[src/rtl/mem_access_unit_pkg.sv]
// Shared types and op decode helpers for the MEM stage and its data bus.
// Combinational helpers only: no latency, no backpressure.
// Bus structs are sized for the widest datapath (64 bits, 8 lanes).
package mem_access_unit_pkg;

    typedef enum logic [3:0] {
        OP_NONE,
        OP_LB,
        OP_LH,
        OP_LW,
        OP_LD,
        OP_LBU,
        OP_LHU,
        OP_LWU,
        OP_SB,
        OP_SH,
        OP_SW,
        OP_SD
    } mem_op_t;

    typedef enum logic [1:0] {
        MSIZE_B,
        MSIZE_H,
        MSIZE_W,
        MSIZE_D
    } msize_t;

    localparam int BUS_W     = 64;
    localparam int BUS_LANES = BUS_W / 8;

    typedef struct packed {
        logic                 valid;
        logic [BUS_W-1:0]     addr;
        msize_t               size;
        logic [BUS_LANES-1:0] strobe;
        logic [BUS_W-1:0]     data;
    } dbus_req_t;

    typedef struct packed {
        logic             addr_ok;
        logic             data_ok;
        logic [BUS_W-1:0] data;
    } dbus_resp_t;

    function automatic logic is_load(mem_op_t op);
        return op inside {OP_LB, OP_LH, OP_LW, OP_LD, OP_LBU, OP_LHU, OP_LWU};
    endfunction

    function automatic logic is_store(mem_op_t op);
        return op inside {OP_SB, OP_SH, OP_SW, OP_SD};
    endfunction

    function automatic logic op_signed(mem_op_t op);
        return op inside {OP_LB, OP_LH, OP_LW};
    endfunction

    function automatic logic [3:0] op_bytes(mem_op_t op);
        case (op)
            OP_LB, OP_LBU, OP_SB: return 4'd1;
            OP_LH, OP_LHU, OP_SH: return 4'd2;
            OP_LW, OP_LWU, OP_SW: return 4'd4;
            OP_LD, OP_SD:         return 4'd8;
            default:              return 4'd0;
        endcase
    endfunction

    function automatic msize_t op_size(mem_op_t op);
        case (op_bytes(op))
            4'd2:    return MSIZE_H;
            4'd4:    return MSIZE_W;
            4'd8:    return MSIZE_D;
            default: return MSIZE_B;
        endcase
    endfunction

endpackage

[src/rtl/mem_access_unit_align.sv]
// Lane alignment: store strobes, shifted write data, extended load data, misalignment.
// Purely combinational, zero latency.
// No handshake; the caller decides when the outputs are used.
module mem_align
    import mem_access_unit_pkg::*;
#(
    parameter int XLEN = 64,
    localparam int LANES = XLEN / 8,
    localparam int OFF_W = $clog2(LANES)
) (
    input  mem_op_t          op,
    input  logic [OFF_W-1:0] offset,
    input  logic [XLEN-1:0]  wdata,
    input  logic [XLEN-1:0]  rdata,
    output logic [LANES-1:0] strobe,
    output logic [XLEN-1:0]  wdataShifted,
    output logic [XLEN-1:0]  rdataExt,
    output logic             misaligned
);

    logic [3:0]  bytes;
    logic [7:0]  alignMask;
    logic [15:0] strobeBase;
    logic [15:0] strobeWide;
    logic [63:0] rdShift;
    logic [63:0] rdExt64;
    logic        sgn;

    always_comb begin
        bytes      = op_bytes(op);
        alignMask  = {4'b0000, bytes} - 8'd1;
        strobeBase = (16'd1 << bytes) - 16'd1;
        strobeWide = strobeBase << offset;
        strobe     = is_store(op) ? strobeWide[LANES-1:0] : '0;
        misaligned = (is_load(op) || is_store(op)) && ((8'(offset) & alignMask) != 8'd0);

        wdataShifted = wdata << {offset, 3'b000};

        // Extension is done at 64 bits so the 32-bit datapath needs no special case.
        rdShift = 64'(rdata >> {offset, 3'b000});
        sgn     = op_signed(op);
        case (bytes)
            4'd1:    rdExt64 = {{56{sgn & rdShift[7]}}, rdShift[7:0]};
            4'd2:    rdExt64 = {{48{sgn & rdShift[15]}}, rdShift[15:0]};
            4'd4:    rdExt64 = {{32{sgn & rdShift[31]}}, rdShift[31:0]};
            default: rdExt64 = rdShift;
        endcase
        rdataExt = rdExt64[XLEN-1:0];
    end

endmodule

[src/rtl/mem_access_unit.sv]
// Handshaked MEM stage: one op at a time through IDLE -> WAIT (bus access) -> DONE.
// Latency: 1 cycle for NONE/misaligned, >= 2 cycles for bus ops (until data_ok).
// Backpressure: in_ready only in IDLE; DONE holds all results until out_ready.
module mem_access_unit
    import mem_access_unit_pkg::*;
#(
    parameter int XLEN        = 64,
    parameter bit ALIGN_CHECK = 1'b1
) (
    input  logic            clk,
    input  logic            reset,
    input  logic            in_valid,
    output logic            in_ready,
    input  mem_op_t         in_op,
    input  logic [XLEN-1:0] in_addr,
    input  logic [XLEN-1:0] in_wdata,
    input  logic [4:0]      in_wa,
    input  logic            in_regwrite,
    input  logic [XLEN-1:0] in_pc,
    output dbus_req_t       dreq,
    input  dbus_resp_t      dresp,
    output logic            out_valid,
    input  logic            out_ready,
    output logic [XLEN-1:0] out_result,
    output logic [4:0]      out_wa,
    output logic            out_regwrite,
    output logic [XLEN-1:0] out_pc,
    output logic            misalign,
    output logic [4:0]      fwd_wa,
    output logic            fwd_regwrite,
    output logic            fwd_valid,
    output logic [XLEN-1:0] fwd_result
);

    localparam int LANES = XLEN / 8;
    localparam int OFF_W = $clog2(LANES);

    typedef enum logic [1:0] {
        S_IDLE,
        S_WAIT,
        S_DONE
    } state_t;

    state_t     state;
    mem_op_t    opReg;
    mem_op_t    inOpEff;
    mem_op_t    alignOp;
    logic [XLEN-1:0]  addrReg;
    logic [OFF_W-1:0] alignOff;
    logic [LANES-1:0] alignStrobe;
    logic [XLEN-1:0]  alignWdata;
    logic [XLEN-1:0]  alignRdata;
    logic             alignMis;
    logic             memOp;
    logic             trapMis;
    logic             unusedBits;

    // Doubleword ops do not exist on a 32-bit datapath and degrade to NONE.
    always_comb begin
        inOpEff = in_op;
        if (XLEN == 32 && (in_op == OP_LD || in_op == OP_SD)) begin
            inOpEff = OP_NONE;
        end
    end

    assign alignOp  = (state == S_IDLE) ? inOpEff : opReg;
    assign alignOff = (state == S_IDLE) ? in_addr[OFF_W-1:0] : addrReg[OFF_W-1:0];
    assign memOp    = is_load(inOpEff) || is_store(inOpEff);
    assign trapMis  = ALIGN_CHECK && alignMis;
    assign unusedBits = dresp.addr_ok;

    mem_align #(.XLEN(XLEN)) u_align (
        .op           (alignOp),
        .offset       (alignOff),
        .wdata        (in_wdata),
        .rdata        (dresp.data[XLEN-1:0]),
        .strobe       (alignStrobe),
        .wdataShifted (alignWdata),
        .rdataExt     (alignRdata),
        .misaligned   (alignMis)
    );

    always_ff @(posedge clk or posedge reset) begin
        if (reset) begin
            state        <= S_IDLE;
            in_ready     <= 1'b1;
            dreq         <= '0;
            out_valid    <= 1'b0;
            out_result   <= '0;
            out_wa       <= '0;
            out_regwrite <= 1'b0;
            out_pc       <= '0;
            misalign     <= 1'b0;
            fwd_valid    <= 1'b0;
            opReg        <= OP_NONE;
            addrReg      <= '0;
        end else begin
            case (state)
                S_IDLE: begin
                    if (in_valid) begin
                        in_ready     <= 1'b0;
                        opReg        <= inOpEff;
                        addrReg      <= in_addr;
                        out_wa       <= in_wa;
                        out_pc       <= in_pc;
                        out_result   <= in_addr;
                        out_regwrite <= in_regwrite & ~(memOp & trapMis);
                        if (memOp && !trapMis) begin
                            state       <= S_WAIT;
                            dreq.valid  <= 1'b1;
                            dreq.addr   <= BUS_W'(in_addr);
                            dreq.size   <= op_size(inOpEff);
                            dreq.strobe <= BUS_LANES'(alignStrobe);
                            dreq.data   <= is_store(inOpEff) ? BUS_W'(alignWdata) : '0;
                            // A store's result (its address) is final before the bus completes.
                            fwd_valid   <= is_store(inOpEff);
                        end else begin
                            state     <= S_DONE;
                            out_valid <= 1'b1;
                            misalign  <= memOp & trapMis;
                            fwd_valid <= 1'b1;
                        end
                    end
                end
                S_WAIT: begin
                    if (dresp.data_ok) begin
                        state       <= S_DONE;
                        dreq        <= '0;
                        out_valid   <= 1'b1;
                        fwd_valid   <= 1'b1;
                        if (is_load(opReg)) begin
                            out_result <= alignRdata;
                        end
                    end
                end
                S_DONE: begin
                    if (out_ready) begin
                        state     <= S_IDLE;
                        in_ready  <= 1'b1;
                        out_valid <= 1'b0;
                        misalign  <= 1'b0;
                        fwd_valid <= 1'b0;
                    end
                end
                default: state <= S_IDLE;
            endcase
        end
    end

    assign fwd_wa       = out_wa;
    assign fwd_regwrite = out_regwrite;
    assign fwd_result   = fwd_valid ? out_result : '0;

endmodule

[config.mk]
export PLATFORM = sky130hd
export DESIGN_NAME = mem_access_unit
export DESIGN_NICKNAME = d
export VERILOG_FILES = /design/src/rtl/mem_access_unit_pkg.sv /design/src/rtl/mem_access_unit_align.sv /design/src/rtl/mem_access_unit.sv
export SDC_FILE = /design/constraint.sdc
export NUM_CORES = 1
export LEC_CHECK = 0
export ABC_AREA = 1
export CAP_MARGIN = 20
export CELL_PAD_IN_SITES_DETAIL_PLACEMENT = 0
export CELL_PAD_IN_SITES_GLOBAL_PLACEMENT = 1
export CORE_UTILIZATION = 28
export CTS_CLUSTER_SIZE = 25
export DETAILED_ROUTE_END_ITERATION = 12
export HOLD_SLACK_MARGIN = 0.06
export PLACE_DENSITY_LB_ADDON = 0.12
export SLEW_MARGIN = 20
export SYNTH_ARGS = -nofsm -noshare
export SYNTH_HDL_FRONTEND = slang
export SYNTH_SLANG_ARGS = --single-unit
[constraint.sdc]
create_clock -name clk -period 9 [get_ports clk]
set_input_delay 1.8 -clock clk [delete_from_list [all_inputs] [get_ports clk]]
set_output_delay 1.8 -clock clk [all_outputs]
set_load 0.02 [all_outputs]
Word-level counts from Yosys, hierarchy flattened

Memory sizes are Yosys's and may differ from the RTL's.
Index checks and enable logic that the tools add are counted.

Input port bits: 272
Logic and storage cells: 135
ROM bits: 128
Memories kept: 2
Flip-flop bits (word level): 286
Output and inout port bits: 347

Multiplexer cells: 37
Equal/unequal tests: 43
Reduce and logical (&&, ||, !) cells: 24
Shifts and indexed selects: 4
Bitwise logic cells: 7
Add/sub/neg operators: 2

Memories:

| memory           | depth | bits a word | read ports | clocked after Yosys merged registers in | wr ports | RTL line                  | text |
|---|---|---|---|---|---|---|---|
| (name not given) | 16    | 4           | 1          | 0                                       | 0        | mem_access_unit_pkg.sv:58 | `case (op)` |
| (name not given) | 16    | 4           | 1          | 0                                       | 0        | mem_access_unit_pkg.sv:58 |  |

Operators by type and width:

| kind                  | count |
|---|---|
| $mux 139              | 3 |
| $mux 64               | 5 |
| $pmux 139 s2          | 1 |
| $pmux 64 s3           | 1 |
| $pmux 64 s2           | 1 |
| $shl 64x6->64         | 1 |
| $shr 64x6->64         | 1 |
| $eq 4x3->1 const B    | 14 |
| $eq 4x4->1 const B    | 9 |
| $eq 4x2->1 const B    | 8 |
| $reduce_bool 7->1     | 3 |
| $eq 4x1->1 const B    | 4 |
| $mux 4                | 4 |
| $reduce_and 4->1      | 4 |
| $shl 1x4->16 const A  | 1 |
| $shl 16x3->8          | 1 |
| $sub 16x1->16 const B | 1 |
| $pmux 2 s3            | 2 |
| $mux 1                | 10 |
| $ne 2x2->1 const B    | 5 |
| $and 3x8->8           | 1 |
| $mux 2                | 4 |
| $mux 8                | 1 |
| $reduce_bool 4->1     | 2 |
| other kinds (19)      | 30 |

Longest topological paths before layout

An unclocked memory read counts as a cell.

Word-level depth: 17
Mapped depth: 25

Hierarchy

From an unflattened synthesis, not the netlist that was laid out.

Cells, all modules: 2616
Area, all modules: 17317.9 sq um

Modules (own cells, without submodules):

| module          | area an instance (sq um) | cells each | instances | seq. area each (sq um) |
|---|---|---|---|---|
| mem_access_unit | 13107.6                  | 1727       | 1         | 7158.1 |
| mem_align       | 4210.3                   | 889        | 1         | 0.0 |

Least setup slack after synthesis

OpenSTA, ideal clock, no wires.

Kind: input -> register
Start point: in in_op[3]
End point: reg dreq[71] (netlist name)
Arrival time: 3.773 ns
Path buffers: 0
Slack: 5.110 ns
Library setup time: 0.116 ns
Required time: 8.884 ns
Stages on the path: 19
Path through: nand2_1 nand2_1 nand2_1 o22ai_1 inv_1 ha_1 inv_1 nor2_1 nand2_1 ha_1 inv_1 o311ai_0 nand2_1 a21oi_1 nand2_1 nand2_1 nand2_1 nand2_1 nand2_1

Cells in the longest elaborated chain, start to end: 10

RTL lines:

| what                                                                   | RTL line              | text |
|---|---|---|
| start, declared                                                        | mem_access_unit.sv:14 | `input mem_op_t in_op,` |
| parallel branches: the longest is 10 deep, another holds $sub 16x1->16 | --                    |  |
| end, declared                                                          | mem_access_unit.sv:20 | `output dbus_req_t dreq,` |

Parallel ways; which one is timed is not known. The select of a mux whose other input is x is not followed.
A chain may end at the register's enable or synchronous reset.

Final worst setup path

Start point: in in_addr[2]
End point: reg dreq[42] (netlist name)

Cells in the longest elaborated chain, start to end: 8

RTL lines:

| what                                                             | RTL line              | text |
|---|---|---|
| start, declared                                                  | mem_access_unit.sv:15 | `input logic [XLEN-1:0] in_addr,` |
| $mux 3 (*)                                                       | mem_access_unit.sv:67 | `assign alignOff = (state == S_IDLE) ? in_addr[OFF_W-1:0] : addrReg[OFF_W-1:0];` |
| parallel branches: the longest is 7 deep, another holds $mux 139 | --                    |  |

Mark *: on every way between the ends. The select of a mux whose other input is x is not followed.

==> run_results.csv <==
group,metric,value,unit
die,die_h,246,um
pwr,power_density,423,nW/um^2
sta,final_max_slew_viol_count,0,
global_routing,grt_max_degree,157,
detailed_routing,drc,0,
die,fp.dieW,246,um
clock_network,cts_tree,"yes",
sta,min_period,5.42,ns
pwr,intPower,5120,uW
clock_network,worstSkewPairLatency,0.56,ns
global_routing,grt_pass1_vias,16900,
cells_and_area,final_core_util,41.6,%
clock_network,cts_root_buffer,"clkbuf_16",
clock_network,ctsHoldBuffers,0,
synth,yosys.area_share.simple,30.0,%
cells_and_area,final_design_area_no_fill,24500,um^2
global_routing,track_usage,23.5,%
pwr,ir_drop,0.204,mV
clock_network,cts_sinks,286,
sta,tightest_slew,1.00,ns
sta,finalSetupViolations,0,
critical_path,cp-endpoint,"dreq[42]",
detailed_routing,drt-initial-drc-count,1187,
synth,muxShareOfSynthArea,0,%
sta,slew-limit-headroom,33.3,%
synth,synth_top_cell_area_share,42.8,%
cells_and_area,layout-drive-gt1-share,5.34,%
critical_path,worstPathArrival,5.90,ns
detailed_routing,detail_route.first_pass.iterations,5,
flow_run,maxCapViolCount,0,
critical_path,crit_start,"in_addr[2]",
synth,synth-edff-count,0,
synth,avgSynthCellArea,6.82,um^2
synth,synth_nets,2725,
critical_path,ff2ff_path_depth,17,
critical_path,critical_path_class,"in -> reg",
placement,place_congestion,0.912,
synth,synth_cell_type_count,42,
clock_network,cts_setup_buffers,0,
die,rows,89,
synth,synth_top_cell_by_area,"dfrtp_1",
sta,rsz0062_at_grt,"no",
min_path,hp-class,"reg -> reg",
synth,syn_area,16700,um^2
placement,dp_hpwl,54000,um
global_routing,grt_overflow_total,0,
synth,netlist_instances,2443,
die,io_pins,619,
global_routing,antenna_found_initial,25,
critical_path,worstReg2RegEnd,"dreq[42]",
die,initial_core_util,28.3,%
synth,yosys-top-cells-area,"dfrtp_1, nand2_1, o21ai_0",
placement,port_buffers,617,
synth,synth_compound_gate_area_share,16.6,%
synth,synth_fa_ha_area_share,0.751,%
sta,fmax,184,MHz
synth,synth_xor_xnor_area_share,0,%
detailed_routing,post_drt_wl_per_cell,19.5,um
sta,worst_slack,3.58,ns
cells_and_area,nNetsFinal,3233,
detailed_routing,via_count,17900,
critical_path,endpoint_kind,"flop",
critical_path,regToRegSetupSlack,4.33,ns
critical_path,cp.required,9.47,ns
clock_network,clockBufferDepth,3,
synth,ys_ff_latch,286,
run_status,status,"finished clean",
sta,fin_setup_tns,0,ns
placement,pre_cts_slack,2.94,ns
sta,hold_viol_final,0,
clock_network,cts_resized,0,
clock_network,path_clk_slew,0.06,ns
critical_path,reg2reg_from,"state[1]",
synth,async_reset_ff_share,100,%
detailed_routing,ant_nets,0,
pwr,switching_share,50.6,%
pwr,p_leak,0.0115,uW
clock_network,cts_max_level,2,
global_routing,grt_pass1_wl,108000,um
placement,placed_cell_area,23200,um^2
sta,fin_crit_sh,60.3,%
detailed_routing,routed_wl,73500,um
pwr,power.share.clock,14.7,%
synth,yosysSeqAreaShare,43.0,%
die,coreArea,58900,um^2
synth,synthFlopType,"dfrtp_1",
synth,yosysWarnings,0,
pwr,pwr-share-seq,22.0,%
cells_and_area,syn2layout_area_growth,47.0,%
pwr,switching_power,5240,uW
clock_network,cts_buffers,37,
detailed_routing,vias_per_cell,4.77,
sta,clock_skew,0.0168,ns
die,die-area,60500,um^2
pwr,comb_power_share,63.4,%
sta,hold-worst-slack,0.475,ns
synth,synth_top_family_by_area,"simple AND/OR/NAND/NOR gates",
critical_path,cp_max_fo,113,
critical_path,start_kind,"primary input",
[worst max-delay path: stages]
cell and delay [ns]:
clkdlybuf4s50_1 0.43, inv_1 0.10, nand2_1 0.09, o21ai_4 0.07, buf_4 0.51, inv_2 0.56
nand3_1 0.26, nand3_2 0.12, nand2_2 0.10, nand2_2 0.06, nand2_4 0.10, nand2_8 0.43
clkinv_2 0.18, buf_4 0.54, nand3_4 0.26, o21ai_1 0.20
[area by class of cell]
type | count | area [um^2]
diodes | 15 | 37.5
clock buffers | 53 | 1060
clock inverters | 13 | 171
fillers | 6165 | 34400
inverters | 204 | 777
multi-input cells | 1781 | 7960
flip-flops and latches | 286 | 7160
well taps | 773 | 967
repair buffers | 641 | 6370
[per-stage QoR]
stage	total power, uW	instances
4_1_cts	10400	3751
6_report	10400	3766
2_1_floorplan	6130	2443
3_5_place_dp	8870	3685
3_3_place_gp	8840	3685
5_1_grt	11100	3762
[layer usage]
metal  up-vias  GRT usage (%)  share of wire, %
li1       8777              -                 -
met1      8405           31.6                44
met2       646           36.7                46
met3       100           6.42               8.2
met4        18           6.92               2.2
met5         -              0              0.13
[sequential cells by signal, summed over array words and instances (netlist names)]
signal        count
fwd_valid         1
opReg             4
misalign          1
out_valid         1
fwd_regwrite      1
state             2
out_result       64
in_ready          1
dreq            139
fwd_wa            5
addrReg           3
out_pc           64
[worst min-delay path by stage]
stage	to	startpoint	depth (start not counted)
2_1_floorplan	addrReg[0]	addrReg[0]	2
3_3_place_gp	out_pc[7]	out_pc[7]	2
3_5_place_dp	dreq[106]	dreq[106]	2
4_1_cts	dreq[106]	dreq[106]	2
5_1_grt	out_pc[57]	out_pc[57]	2
6_report	dreq[104]	dreq[104]	2
[cells in the final DEF, fill, tap and decap left out, types with 3 or more instances in the layout]
cell	n
o211ai_1	18
bufinv_16	3
buf_4	23
clkbuf_8	5
clkinvlp_4	3
nor2_1	223
nand2_4	3
o21ai_2	22
clkbuf_1	10
nor3_1	17
a21oi_1	73
or2_2	21
nand3_1	71
clkinv_2	8
dfrtp_1	284
nand2_2	11
clkdlybuf4s50_1	617
nand4_1	3
o21ai_0	282
o32ai_1	4
clkbuf_16	38
nand2_1	908
nor2_4	3
ha_1	9
inv_2	4
a31oi_1	20
o31ai_1	3
inv_1	195
o22ai_1	25
o21ai_1	49
diode_2	15
[synthesized netlist by cell type, types with 2 or more instances]
library cell	number
a31oi_1	20
nand3_1	71
or2_2	21
a21oi_1	73
a311oi_1	2
nor3_1	17
inv_1	197
o211ai_1	18
o21ai_2	24
o32ai_1	4
inv_2	4
buf_6	8
dfrtp_1	285
buf_1	6
o31ai_1	3
nor2_4	3
nand4_1	3
ha_1	10
o22ai_1	25
buf_4	19
o221ai_1	2
nand2_4	2
clkbuf_1	96
nand2_1	911
o21ai_0	282
nand2_2	10
buf_2	42
nor2_1	223
o21ai_1	49
[power groups by stage]
stage	Combinational [uW]	Clock, uW	Sequential, uW
detailed placement	6570	0	2290
CTS	6600	1560	2290
global route	7190	1610	2350
global placement	6560	0	2280
floorplan	3260	0	2870
finish	6560	1520	2280
[kinds of logic after synthesis]
family / count (synthesis)
AND/OR/NAND/NOR: 1265
AO/OA/AOI/OAI: 506
buffers and inverters: 376
flip-flops: 286
adder cells (fa/ha/maj): 10
(Power assumes the default switching activity.)
